==> src/rtl/cr16_pkg.sv <==
// Shared definitions for the CR16 fetch slice: IR field layout, opcodes, fetch sequencer states.
// Latency: none (types and constants only).
// Backpressure: none.
package cr16_pkg;

  localparam int INSTR_W     = 16;
  localparam int FIELD_W     = 4;
  localparam int IMM8_W      = 8;

  // IR field positions (LSB of each 4-bit field)
  localparam int IR_OP1_LSB  = 12;
  localparam int IR_COND_LSB = 8;   // also rDest
  localparam int IR_OP2_LSB  = 4;
  localparam int IR_SHFT_LSB = 0;   // also rSrc

  // Primary opcodes (opCode1) and the opCode2 values used under OPC_MEM
  localparam logic [3:0] OPC_RTYPE  = 4'b0000;
  localparam logic [3:0] OPC_BCOND  = 4'b1100;
  localparam logic [3:0] OPC_MEM    = 4'b0100;
  localparam logic [3:0] OPC2_JAL   = 4'b1000;
  localparam logic [3:0] OPC2_JCOND = 4'b1100;

  typedef enum logic [1:0] {
    FS_IDLE = 2'd0,
    FS_REQ  = 2'd1,
    FS_WAIT = 2'd2
  } fetch_state_e;

  // Sign-extend the low IR byte to a full instruction-width word
  function automatic logic [INSTR_W-1:0] sext8(input logic [IMM8_W-1:0] v);
    return {{(INSTR_W-IMM8_W){v[IMM8_W-1]}}, v};
  endfunction

endpackage

==> src/rtl/fetch_sequencer.sv <==
// Fetch sequencer: one memory read per FSM fetch window, IDLE -> REQ -> WAIT -> IDLE.
// Latency: read strobe one cycle after the window opens; IR load strobe MEM_LAT cycles after the strobe.
// Backpressure: none; dropping next_instr_i mid-read aborts and discards the returning data.
module fetch_sequencer
  import cr16_pkg::*;
#(
  parameter int ADDR_W  = 16,
  parameter int MEM_LAT = 1
) (
  input  logic              clk_i,
  input  logic              rst_ni,
  input  logic              next_instr_i,
  input  logic [ADDR_W-1:0] pc_i,
  output logic [ADDR_W-1:0] mem_addr_o,
  output logic              mem_rd_en_o,
  output logic              fetch_busy_o,
  output logic              instr_valid_o,
  output logic              ir_load_o
);

  localparam int CNT_W = 2;

  fetch_state_e      state_q;
  logic [CNT_W-1:0]  cnt_q;
  logic              nxt_prev_q;
  logic              valid_q;
  logic              busy_q;
  logic              rd_en_q;
  logic [ADDR_W-1:0] addr_q;
  logic              start;

  // A new read starts on a fresh window (rising request) or while nothing valid is held
  assign start = (state_q == FS_IDLE) && next_instr_i && (!valid_q || !nxt_prev_q);

  // Capture only while the window is still open and the latency count has run out
  assign ir_load_o = (state_q == FS_WAIT) && next_instr_i && (cnt_q == '0);

  // Sequencer state, latency counter and registered memory/status outputs
  always_ff @(posedge clk_i or negedge rst_ni) begin
    if (!rst_ni) begin
      state_q    <= FS_IDLE;
      cnt_q      <= '0;
      nxt_prev_q <= 1'b0;
      valid_q    <= 1'b0;
      busy_q     <= 1'b0;
      rd_en_q    <= 1'b0;
      addr_q     <= '0;
    end else begin
      nxt_prev_q <= next_instr_i;
      case (state_q)
        FS_IDLE: begin
          if (start) begin
            state_q <= FS_REQ;
            addr_q  <= pc_i;       // PC before any same-edge increment
            rd_en_q <= 1'b1;
            busy_q  <= 1'b1;
            valid_q <= 1'b0;
          end
        end
        FS_REQ: begin
          rd_en_q <= 1'b0;
          cnt_q   <= CNT_W'(MEM_LAT - 1);
          if (!next_instr_i) begin
            state_q <= FS_IDLE;
            busy_q  <= 1'b0;
          end else begin
            state_q <= FS_WAIT;
          end
        end
        FS_WAIT: begin
          if (!next_instr_i) begin
            state_q <= FS_IDLE;
            busy_q  <= 1'b0;
          end else if (cnt_q == '0) begin
            state_q <= FS_IDLE;
            busy_q  <= 1'b0;
            valid_q <= 1'b1;
          end else begin
            cnt_q <= cnt_q - 1'b1;
          end
        end
        default: state_q <= FS_IDLE;
      endcase
    end
  end

  assign mem_addr_o    = addr_q;
  assign mem_rd_en_o   = rd_en_q;
  assign fetch_busy_o  = busy_q;
  assign instr_valid_o = valid_q;

endmodule

==> src/rtl/instr_fetch_unit.sv <==
// Instruction fetch unit: owns PC/IR/imm/link, fetches via fetch_sequencer, splits IR fields.
// Latency: IR valid MEM_LAT+2 cycles after the fetch window opens; PC/imm/link update on the next edge.
// Backpressure: none; define IFU_RETIRE_CNT_EN to add the retireCount_o IR-load counter.
module instr_fetch_unit
  import cr16_pkg::*;
#(
  parameter int                ADDR_W   = 16,
  parameter int                MEM_LAT  = 1,
  parameter logic [ADDR_W-1:0] RESET_PC = '0
) (
  input  logic               clk_i,
  input  logic               reset_ni,
  input  logic               nextInstruction_i,
  input  logic               PCEN_i,
  input  logic               PCinstruction_i,
  input  logic               BranchEN_i,
  input  logic               JmpEN_i,
  input  logic               JALEN_i,
  input  logic               immediateRegEN_i,
  input  logic               zeroExtend_i,
  input  logic [ADDR_W-1:0]  jumpTarget_i,
  output logic [ADDR_W-1:0]  memAddr_o,
  output logic               memRdEn_o,
  input  logic [INSTR_W-1:0] memRdData_i,
  output logic [3:0]         opCode1_o,
  output logic [3:0]         opCode2_o,
  output logic [3:0]         conditionCode_o,
  output logic [3:0]         shiftAmt_o,
  output logic [3:0]         rDest_o,
  output logic [3:0]         rSrc_o,
  output logic [INSTR_W-1:0] imm_o,
  output logic [ADDR_W-1:0]  linkAddr_o,
  output logic               instrValid_o,
`ifdef IFU_RETIRE_CNT_EN
  output logic               fetchBusy_o,
  output logic [31:0]        retireCount_o
`else
  output logic               fetchBusy_o
`endif
);

  logic [ADDR_W-1:0]  pc_q, pc_d;
  logic [ADDR_W-1:0]  link_q, link_d;
  logic [INSTR_W-1:0] ir_q;
  logic [INSTR_W-1:0] imm_q, imm_d;
  logic               ir_load;

  fetch_sequencer #(
    .ADDR_W  (ADDR_W),
    .MEM_LAT (MEM_LAT)
  ) u_seq (
    .clk_i         (clk_i),
    .rst_ni        (reset_ni),
    .next_instr_i  (nextInstruction_i),
    .pc_i          (pc_q),
    .mem_addr_o    (memAddr_o),
    .mem_rd_en_o   (memRdEn_o),
    .fetch_busy_o  (fetchBusy_o),
    .instr_valid_o (instrValid_o),
    .ir_load_o     (ir_load)
  );

  // PC redirect priority: jump, JAL, branch, then sequential increment only inside a fetch window
  always_comb begin
    pc_d   = pc_q;
    link_d = link_q;
    if (PCEN_i) begin
      if (JmpEN_i) begin
        pc_d = jumpTarget_i;
      end else if (JALEN_i) begin
        pc_d   = jumpTarget_i;
        link_d = pc_q;
      end else if (BranchEN_i) begin
        pc_d = pc_q + ADDR_W'($signed(ir_q[IMM8_W-1:0]));
      end else if (PCinstruction_i && nextInstruction_i) begin
        pc_d = pc_q + ADDR_W'(1);
      end
    end
  end

  // Immediate extension from the low IR byte, independent of any PC update
  always_comb begin
    imm_d = imm_q;
    if (immediateRegEN_i) begin
      imm_d = zeroExtend_i ? {{(INSTR_W-IMM8_W){1'b0}}, ir_q[IMM8_W-1:0]} : sext8(ir_q[IMM8_W-1:0]);
    end
  end

  // PC, link, IR and immediate registers
  always_ff @(posedge clk_i or negedge reset_ni) begin
    if (!reset_ni) begin
      pc_q   <= RESET_PC;
      link_q <= '0;
      ir_q   <= '0;
      imm_q  <= '0;
    end else begin
      pc_q   <= pc_d;
      link_q <= link_d;
      imm_q  <= imm_d;
      if (ir_load) ir_q <= memRdData_i;
    end
  end

`ifdef IFU_RETIRE_CNT_EN
  logic [31:0] retire_q;

  // Count completed IR loads, wrapping naturally at 2^32
  always_ff @(posedge clk_i or negedge reset_ni) begin
    if (!reset_ni)    retire_q <= '0;
    else if (ir_load) retire_q <= retire_q + 32'd1;
  end

  assign retireCount_o = retire_q;
`endif

  assign opCode1_o       = ir_q[IR_OP1_LSB  +: FIELD_W];
  assign conditionCode_o = ir_q[IR_COND_LSB +: FIELD_W];
  assign rDest_o         = ir_q[IR_COND_LSB +: FIELD_W];
  assign opCode2_o       = ir_q[IR_OP2_LSB  +: FIELD_W];
  assign shiftAmt_o      = ir_q[IR_SHFT_LSB +: FIELD_W];
  assign rSrc_o          = ir_q[IR_SHFT_LSB +: FIELD_W];
  assign imm_o           = imm_q;
  assign linkAddr_o      = link_q;

endmodule

==> config.mk <==
export PLATFORM = sky130hd
export DESIGN_NAME = instr_fetch_unit
export DESIGN_NICKNAME = d
export VERILOG_FILES = /design/src/rtl/cr16_pkg.sv /design/src/rtl/fetch_sequencer.sv /design/src/rtl/instr_fetch_unit.sv
export SDC_FILE = /design/constraint.sdc
export NUM_CORES = 1
export LEC_CHECK = 0
export ABC_AREA = 1
export ABC_CLOCK_PERIOD_IN_PS = 3960
export BUFFER_PORTS_ARGS = -buffer_cell sky130_fd_sc_hd__buf_4
export CORE_ASPECT_RATIO = 2
export CORE_MARGIN = 2
export CORE_UTILIZATION = 25
export DETAILED_ROUTE_END_ITERATION = 8
export GPL_ROUTABILITY_DRIVEN = 0
export PLACE_DENSITY_LB_ADDON = 0.1
export SLEW_MARGIN = 15
export SYNTH_ARGS = -nofsm -noshare
export SYNTH_HDL_FRONTEND = slang
export SYNTH_HIERARCHICAL = 1
export SYNTH_SLANG_ARGS = --single-unit
==> constraint.sdc <==
create_clock -name clk_i -period 3.96 [get_ports clk_i]
set_input_delay 0.396 -clock clk_i [delete_from_list [all_inputs] [get_ports clk_i]]
set_output_delay 0.396 -clock clk_i [all_outputs]
set_load 0.1 [all_outputs]
==> results of run 1 <==
==> state kept, by name (all words and copies together), names as in the netlist <==
register / cells
ir_q: 16
linkAddr_o: 16
pc_q: 16
u_seq/mem_addr_o: 16
imm_o: 9
u_seq/cnt_q: 2
u_seq/state_q: 2
u_seq/fetch_busy_o: 1
u_seq/instr_valid_o: 1
u_seq/mem_rd_en_o: 1
u_seq/nxt_prev_q: 1
==> layout by cell type (no fill, tap or decap), drive strengths merged <==
master / n
bufinv: 1
dfrtp: 81
fa: 1
ha: 12
mux2: 13
a22oi: 2
a21oi: 24
a21boi: 1
a31oi: 3
inv: 62
clkinv: 3
o21ai: 39
nand3b: 1
xnor2: 2
buf: 118
clkbuf: 10
nand4: 4
o22ai: 4
xor2: 4
o21bai: 2
nor2: 44
nand3: 51
clkinvlp: 2
nand2: 170
==> synthesized netlist by cell type <==
library cell	n	area (sq um)
sky130_fd_sc_hd__dfrtp_1	81	2030
sky130_fd_sc_hd__nand3_2	1	10.0
sky130_fd_sc_hd__ha_1	12	150
sky130_fd_sc_hd__xor2_1	4	35.0
sky130_fd_sc_hd__buf_2	4	20.0
sky130_fd_sc_hd__clkbuf_1	9	33.8
sky130_fd_sc_hd__nor2_1	38	143
sky130_fd_sc_hd__a31oi_1	3	18.8
sky130_fd_sc_hd__nand4_1	4	25.0
sky130_fd_sc_hd__xnor2_1	2	17.5
sky130_fd_sc_hd__o21ai_0	34	170
sky130_fd_sc_hd__a22oi_1	2	15.0
sky130_fd_sc_hd__nand2_2	15	93.8
sky130_fd_sc_hd__o21ai_1	5	25.0
sky130_fd_sc_hd__buf_4	17	128
sky130_fd_sc_hd__inv_2	3	11.3
sky130_fd_sc_hd__nand2_1	153	574
sky130_fd_sc_hd__nor2_2	6	37.5
sky130_fd_sc_hd__a21oi_1	24	120
sky130_fd_sc_hd__o21bai_1	2	15.0
sky130_fd_sc_hd__fa_1	1	20.0
sky130_fd_sc_hd__buf_8	1	15.0
sky130_fd_sc_hd__clkinv_2	1	5.00
sky130_fd_sc_hd__mux2_2	13	146
sky130_fd_sc_hd__nand3b_1	1	7.51
sky130_fd_sc_hd__inv_1	57	214
sky130_fd_sc_hd__clkinv_1	1	3.75
sky130_fd_sc_hd__nand2_4	2	22.5
sky130_fd_sc_hd__a21boi_2	1	11.3
sky130_fd_sc_hd__buf_6	2	22.5
sky130_fd_sc_hd__o22ai_1	4	25.0
sky130_fd_sc_hd__nand3_1	50	250
==> metal layers <==
metal	vias up	global-route usage (%)	routed length, um
met1	1892	14.7	4890
met2	121	32.2	8690
met4	0	9.13	713
li1	1940	-	-
met3	30	3.20	653
met5	-	0	0
==> area by class of cell <==
cell class | count | area share (%)
sequential | 81 | 35.8
multi-input combinational | 377 | 34.2
timing repair buffer | 118 | 15.7
tap | 210 | 4.64
clock buffer | 10 | 4.22
inverter | 62 | 4.14
clock inverter | 6 | 1.30
==> path summary, 6_finish.rpt <==
path | from | end | slack, ps | cells after the start
worst max-delay path | ir_q[7]$_DFFE_PN0P_ | pc_q[9]$_DFFE_PN0P_ | 1710 | 11
worst min-delay path | reset_ni | linkAddr_o[14]$_DFFE_PN0P_ | 100 | 1
worst max register to register | ir_q[7]$_DFFE_PN0P_ | pc_q[9]$_DFFE_PN0P_ | 1710 | 11
worst min register to register | u_seq/mem_addr_o[10]$_DFFE_PN0P_ | u_seq/mem_addr_o[10]$_DFFE_PN0P_ | 470 | 2
max in group asynchronous | reset_ni | ir_q[14]$_DFFE_PN0P_ | 2930 | 2
min in group clk_i | nextInstruction_i | u_seq/nxt_prev_q$_DFF_PN0_ | 220 | 1
==> worst reg2reg max path, cell delays in order, from the launching register on <==
cell	delay (ps)
sky130_fd_sc_hd__dfrtp_1	750
sky130_fd_sc_hd__nand2_4	270
sky130_fd_sc_hd__nand2_1	130
sky130_fd_sc_hd__nand2_1	70
sky130_fd_sc_hd__inv_1	150
sky130_fd_sc_hd__nand2_1	110
sky130_fd_sc_hd__nor2_1	150
sky130_fd_sc_hd__nand2_1	90
sky130_fd_sc_hd__nand4_1	80
sky130_fd_sc_hd__nand3_1	140
sky130_fd_sc_hd__nand2_1	100
sky130_fd_sc_hd__o21ai_0	80
==> kinds of logic (layout without fill, tap and decap cells) <==
logic type | count (synthesis) | in the layout | share of synthesized area, %
and+or+nand+nor | 270 | 270 | 26.4
buffers and inverters | 95 | 196 | 10.3
DFF | 81 | 81 | 45.9
AOI/OAI and AO/OA | 75 | 75 | 9.07
adders and majority gates | 13 | 13 | 3.86
muxes | 13 | 13 | 3.32
xor gates and xnor gates | 6 | 6 | 1.19
==> through the flow <==
| stage | setup WS [ps] | hold WS, ps | instances | utilization, % | cell area, sq um |
|---|---|---|---|---|---|
| 2_1_floorplan | 1590 | 100 | 553 | - | 4410 |
| 3_3_place_gp | 1520 | 456 | 848 | 30.9 | 5350 |
| 3_5_place_dp | 1490 | 460 | 848 | 30.9 | 5350 |
| 4_1_cts | 1680 | 128 | 864 | 32.8 | 5660 |
| 5_1_grt | 1500 | 152 | 864 | 32.8 | 5660 |
| 6_report | 1710 | 97.6 | 864 | 32.8 | 5660 |
==> flow_summary.toml, run 1 <==
[status]
status = "finished, final reports clean"

[timing]
worst_slew_margin_rel_pct = 32.2
finalCriticalPeriod_ps = 2250
grt_setup_unrepaired = "false"
fin_skew_ps = 7.97
setup-tns-final_ps = 0
setup_viol = 0
timing_max_transition_violations_final = 0
post-route-period-util_pct = 56.8
clock.fmax_mhz = 444
finalHoldViolations = 0
worst_slew_pin_slew_ps = 1020

[final_layout]
seq_area_sq_um = 2030
final_net_count = 704
drive_gt1_share_pct = 27.1
flow.area_growth_from_synthesis_pct = 28.2
diodes = 0
multi_input_area_sq_um = 1940
final.fill_count = 1871

[floorplanning]
die_footprint_sq_um = 18800
initial_core_util_pct = 25.6
die_width_um = 97.9
die_height_um = 192
num_io_pins = 117
design.core.area_sq_um = 17300
rows = 68

[critical_path]
slowest_cell_on_the_critical_path = "sky130_fd_sc_hd__dfrtp_1"
cp_max_fo = 14
max_stage_delay_ps = 750
critical_path_buf_inv_count = 1
crit_arrival_ps = 2460
crit_type = "register to register"
cp_data_required_time_ps = 4170
worst_path_dominant_cell_family = "simple AND/OR/NAND/NOR gates"
crit_top_cell = "sky130_fd_sc_hd__nand2_1"
critical_path.startpoint_type = "register"
critPathCaptureType = "register"
crit_path_cell_trace = "nand2_4, nand2_1, nand2_1, inv_1, nand2_1, nor2_1, nand2_1, nand4_1, nand3_1, nand2_1, o21ai_0"

[route]
drt_drc_violations_left = 0
routed_wl_mm = 15.0
drt-vias-per-instance = 4.61
dr_total_vias = 3983
first_iter_violations = 144
ant_nets = 0
firstDrtPassIters = 4
wl_per_cell_um = 17.3

[global_routing]
global_route.overflow_total = 0
grt_pass1_wl_mm = 22.8
grt_pass1_vias = 4049
maximum_number_of_pins_on_one_net_before_global_route_repair = 51
global_route.usage.total_pct = 16.2
grt_antenna_before_repair = 0

[yosys]
synth_cell_type_count = 32
share_of_synthesized_area_occupied_by_flip_flops_and_latches_pct = 45.9
syn-instance-count = 553
syn_nets = 608
synth-seq-cells = 81
average_cell_area_after_synthesis_sq_um = 7.98
post_synth_instance_area_sq_um = 4410
synthesis.yosys.warnings = 6

[clock_network]
cts.path.max_buffers = 2
post_cts.resized_instances = 0
number_of_buffers_added_to_fix_hold_violations_after_cts = 0
worst_setup_hold_path_clk_slew_ps = 70
root_buffer = "sky130_fd_sc_hd__clkbuf_16"
h-tree-depth = 3
cts-buffers-inserted = 9
clk_latency_ps = 350
numClockSinks = 81
post_cts.repair.setup_buffers = 0
cts_tree = "done"

[placement]
portBuffers = 116
hpwl_mm = 11.7

[hold_path]
hold_path_class = "primary input to asynchronous set/reset pin"

[job]
maxCapViolations = 0
Power of run 1 is left out: the tool's default activity adds up to more than one toggle a clock period on the data nets, which glitch-free logic cannot reach.
==> run 2, diff against run 1 <==
- ABC_AREA: 1 -> 0
- ABC_CLOCK_PERIOD_IN_PS: 3960 -> 1800
- clock period: 3.96 -> 1.8 ns (I/O delays scaled with it)
==> flow_summary.toml, run 2 <==
[status]
status = "complete, but fails checks"
failed_checks = "negative setup slack"

[yosys]
ys.flop_type = "sky130_fd_sc_hd__dfrtp_1"
synth.cells.most_frequent = "sky130_fd_sc_hd__dfrtp_1 (81), sky130_fd_sc_hd__mux2_2 (57), sky130_fd_sc_hd__nand2_1 (27), sky130_fd_sc_hd__a21oi_1 (24), sky130_fd_sc_hd__nor2_1 (17)"
synth-edff-count = 0
synth_compound_gate_area_share_pct = 10.6
share_of_synthesized_area_occupied_by_flip_flops_and_latches_pct = 47.7
synth-seq-cells = 81
async_reset_ff_share_pct = 100
synth_top_family_by_area = "multiplexers"
synth_top_cell_area_share_pct = 47.7
post_synth_instance_area_sq_um = 4250
syn-instance-count = 387
synth.largest_area_cell = "sky130_fd_sc_hd__dfrtp_1"
synthAdderAreaFrac_pct = 4.00
synthesis.yosys.warnings = 6
netlist_top_cells_area = "sky130_fd_sc_hd__dfrtp_1 (48%), sky130_fd_sc_hd__mux2_2 (15%), sky130_fd_sc_hd__ha_1 (3.5%)"
yosys-mux-area-fraction_pct = 17.9
simple_gate_portion_of_the_synthesized_area_pct = 13.3
synth_xor_xnor_area_share_pct = 1.03
average_cell_area_after_synthesis_sq_um = 11.0
synth.most_common_cell = "sky130_fd_sc_hd__dfrtp_1"
synth_cell_type_count = 58
syn_nets = 442

[final_layout]
layout.cells.most_common_list = "sky130_fd_sc_hd__buf_4 (175), sky130_fd_sc_hd__dfrtp_1 (73), sky130_fd_sc_hd__mux2_2 (57)"
diodes = 0
flow.area_growth_from_synthesis_pct = 44.7
commonest_non_fill_non_tap_cell_in_the_layout = "sky130_fd_sc_hd__buf_4"
final_cell_count_no_fill = 757
final_net_count = 601
drive_gt1_share_pct = 52.9
seq_area_sq_um = 2050
final.fill_count = 1699
multi_input_area_sq_um = 2130

[critical_path]
crit_arrival_ps = 2690
critPathCaptureType = "register"
cp_data_required_time_ps = 2020
crit_type = "register to register"
critical_path.startpoint_type = "register"
cp_max_fo = 2

[route]
dr_total_vias = 3517
drt_drc_violations_left = 0
drt-vias-per-instance = 4.65
ant_nets = 0
first_iter_violations = 82
routed_wl_mm = 13.0
wl_per_cell_um = 17.1
firstDrtPassIters = 4

[floorplanning]
design.core.area_sq_um = 16700
die_height_um = 188
die_footprint_sq_um = 18100
die_width_um = 96.2
num_io_pins = 117
rows = 67
initial_core_util_pct = 25.5

[clock_network]
root_buffer = "sky130_fd_sc_hd__clkbuf_16"
cts-buffers-inserted = 9
cts.path.max_buffers = 2
cts_tree = "done"
worst_setup_hold_path_clk_slew_ps = 60
clk_latency_ps = 340
numClockSinks = 81
h-tree-depth = 3

[timing]
worst_slew_margin_rel_pct = 67.7
finalCriticalPeriod_ps = 2470
setup_viol = 14
worst_slew_pin_slew_ps = 485
finalHoldViolations = 0
post-route-period-util_pct = 137
timing_max_transition_violations_final = 0
setup_slack_ps = -672
grt_setup_unrepaired = "true"
fin_skew_ps = 9.47
setup-tns-final_ps = -6750
clock.fmax_mhz = 405

[job]
maxCapViolations = 0

[global_routing]
maximum_number_of_pins_on_one_net_before_global_route_repair = 82
grt_antenna_before_repair = 0
grt_pass1_wl_mm = 20.7
global_route.overflow_total = 0
global_route.usage.total_pct = 15.3
grt_pass1_vias = 3854

[placement]
portBuffers = 116
hpwl_mm = 9.87
dpl.cell_count = 736

[hold_path]
hold_path_class = "primary input to register"
[run 2: area by class of cell]
cell class	instances	area share [%]
multi-input combinational	262	34.5
timing repair buffer	182	23.0
inverter	10	0.610
sequential	81	33.4
clock inverter	1	0.0813
tap	207	4.21
clock buffer	14	4.13
[run 2: timing repair]
item,in CTS,in global routing
hold buffers,1,0
endpoints found under the setup margin,14,14
buffers inserted,4,1
cloned,0,0
gates resized for setup,17,2
pin swaps,19,8
endpoints found under the hold margin,81,0
[run 2: kinds of logic after synthesis]
kind of cell	Yosys count
compound gates	67
xor+xnor	5
fa+ha+maj	13
buf+inv	44
flops	81
mux	69
simple gates	108
[run 2: final timing paths]
check,slack [ps],cells past startpoint,endpoint,from
setup / recovery,-670,9,pc_q[12]$_DFFE_PN0P_,ir_q[0]$_DFFE_PN0P_
setup reg to reg,-670,9,pc_q[12]$_DFFE_PN0P_,ir_q[0]$_DFFE_PN0P_
hold reg to reg,480,2,linkAddr_o[11]$_DFFE_PN0P_,linkAddr_o[11]$_DFFE_PN0P_
hold / removal,30,1,u_seq/nxt_prev_q$_DFF_PN0_,nextInstruction_i
max in group asynchronous,960,3,ir_q[2]$_DFFE_PN0P_,reset_ni
min in group asynchronous,410,3,ir_q[12]$_DFFE_PN0P_,reset_ni
[run 2: worst max-delay path, cell delays in order, from the launching register on]
cell and delay, ps:
sky130_fd_sc_hd__dfrtp_4 470, sky130_fd_sc_hd__or2b_1 230, sky130_fd_sc_hd__ha_2 180, sky130_fd_sc_hd__fa_2 340, sky130_fd_sc_hd__a21oi_2 170, sky130_fd_sc_hd__o211ai_1 140
sky130_fd_sc_hd__a21oi_2 220, sky130_fd_sc_hd__mux2i_1 120, sky130_fd_sc_hd__buf_4 140, sky130_fd_sc_hd__a311o_1 330
[run 2: layer usage]
metal / global-route usage, % / up-vias / wire length, um
met4: 5.11 / 0 / 258
met1: 15.7 / 1738 / 4560
met2: 29.3 / 83 / 7620
met3: 3.36 / 12 / 524
met5: 0 / - / 0
li1: - / 1684 / -
[run 2: stage by stage]
stage	utilization, %	instance area [sq um]	hold WS [ps]	setup WS, ps
5_1_grt	36.9	6150	30.8	-803
3_3_place_gp	34.5	5750	257	-659
6_report	36.9	6150	34.2	-672
4_1_cts	36.8	6140	28.7	-707
3_5_place_dp	34.5	5750	258	-725
2_1_floorplan	-	4340	-116	-820
Power of run 2 is left out for the same reason.
==> run 3, diff against run 2 <==
- SKIP_LAST_GASP: unset -> 1
==> flow_summary.toml, run 3 (synthesized netlist as in run 2, its figures left out) <==
[status]
status = "complete, but fails checks"
failed_checks = "negative setup slack"

[route]
firstDrtPassIters = 6
wl_per_cell_um = 17.2
dr_total_vias = 3531
routed_wl_mm = 13.0
ant_nets = 0
drt_drc_violations_left = 0
drt-vias-per-instance = 4.67
first_iter_violations = 84

[clock_network]
cts_tree = "done"
numClockSinks = 81
cts-buffers-inserted = 9
worst_setup_hold_path_clk_slew_ps = 60
clk_latency_ps = 340
cts.path.max_buffers = 2
root_buffer = "sky130_fd_sc_hd__clkbuf_16"
h-tree-depth = 3

[timing]
worst_slew_margin_rel_pct = 67.5
worst_slew_pin_slew_ps = 487
setup_viol = 14
timing_max_transition_violations_final = 0
setup_slack_ps = -645
finalCriticalPeriod_ps = 2450
fin_skew_ps = 9.19
finalHoldWorstSlack_ps = 35.1
post-route-period-util_pct = 136
clock.fmax_mhz = 409
setup-tns-final_ps = -6460
grt_setup_unrepaired = "true"
finalHoldViolations = 0

[placement]
hpwl_mm = 9.87
dpl.cell_count = 736
dpl_worst_slack_ps = -725
portBuffers = 116

[floorplanning]
die_width_um = 96.2
design.core.area_sq_um = 16700
die_height_um = 188
die_footprint_sq_um = 18100
num_io_pins = 117
rows = 67
initial_core_util_pct = 25.5

[critical_path]
crit_path_cell_trace = "or2b_1, ha_2, fa_2, a21oi_2, o211ai_1, a21oi_2, mux2i_1, nor4_1, a311o_1"
cp_data_required_time_ps = 2020
crit_arrival_ps = 2660
slowest_cell_on_the_critical_path = "sky130_fd_sc_hd__dfrtp_4"
critPathCaptureType = "register"
crit_type = "register to register"
cp_max_fo = 2
critical_path.startpoint_type = "register"
critical_path_buf_inv_count = 0
max_stage_delay_ps = 470
crit_top_cell = "sky130_fd_sc_hd__a21oi_2"
worst_path_dominant_cell_family = "compound AO/OA/AOI/OAI gates"

[global_routing]
grt_pass1_wl_mm = 20.7
maximum_number_of_pins_on_one_net_before_global_route_repair = 82
grt_pass1_vias = 3853
global_route.overflow_total = 0
grt_antenna_before_repair = 0
global_route.usage.total_pct = 15.3

[final_layout]
commonest_non_fill_non_tap_cell_in_the_layout = "sky130_fd_sc_hd__buf_4"
diodes = 0
drive_gt1_share_pct = 52.8
flow.area_growth_from_synthesis_pct = 44.3
layout.cells.most_common_list = "sky130_fd_sc_hd__buf_4 (176), sky130_fd_sc_hd__dfrtp_1 (73), sky130_fd_sc_hd__mux2_2 (57)"
final_net_count = 600
final_cell_count_no_fill = 756

[hold_path]
hold_path_class = "primary input to register"

[job]
maxCapViolations = 0
-- run 3: metal layers --
metal  wire length [um]  vias up  global-route usage, %  share of wire (%)
met5                  0        -                      0                  0
met4                262        0                   5.33                2.0
met3                541       13                   3.36                4.2
li1                   -     1685                      -                  -
met1               4590     1741                   15.6                 35
met2               7620       92                   29.2                 59
-- run 3: final cells by class --
| cell class | count | area, sq um |
|---|---|---|
| Fill cell | 1702 | 10500 |
| Inverter | 10 | 37.5 |
| Multi-Input combinational cell | 262 | 2130 |
| Tap cell | 207 | 259 |
| Timing Repair Buffer | 181 | 1400 |
| Sequential cell | 81 | 2050 |
| Clock inverter | 1 | 5.00 |
| Clock buffer | 14 | 254 |
-- run 3: through the flow --
stage / utilization (%) / area, sq um
floorplan: - / 4340
global placement: 34.5 / 5750
detailed placement: 34.5 / 5750
CTS: 36.8 / 6140
global route: 36.8 / 6140
finish: 36.8 / 6140
-- run 3: what timing repair did --
item	in CTS	in global routing
hold endpoints to repair	81	0
endpoints found under the setup margin	14	14
gates resized for setup	16	1
buffers inserted	4	0
hold buffers	1	0
pin swaps	19	10
-- run 3: worst paths after layout --
| path | endpoint | slack (ps) | cells after the start | from |
|---|---|---|---|---|
| worst max register to register | pc_q[12]$_DFFE_PN0P_ | -650 | 9 | ir_q[0]$_DFFE_PN0P_ |
| worst max-delay path | pc_q[12]$_DFFE_PN0P_ | -650 | 9 | ir_q[0]$_DFFE_PN0P_ |
| min in group asynchronous | ir_q[12]$_DFFE_PN0P_ | 410 | 3 | reset_ni |
| max in group asynchronous | ir_q[2]$_DFFE_PN0P_ | 960 | 3 | reset_ni |
| worst min register to register | linkAddr_o[11]$_DFFE_PN0P_ | 480 | 2 | linkAddr_o[11]$_DFFE_PN0P_ |
| worst min-delay path | u_seq/nxt_prev_q$_DFF_PN0_ | 40 | 1 | nextInstruction_i |
Power of run 3 is left out for the same reason.
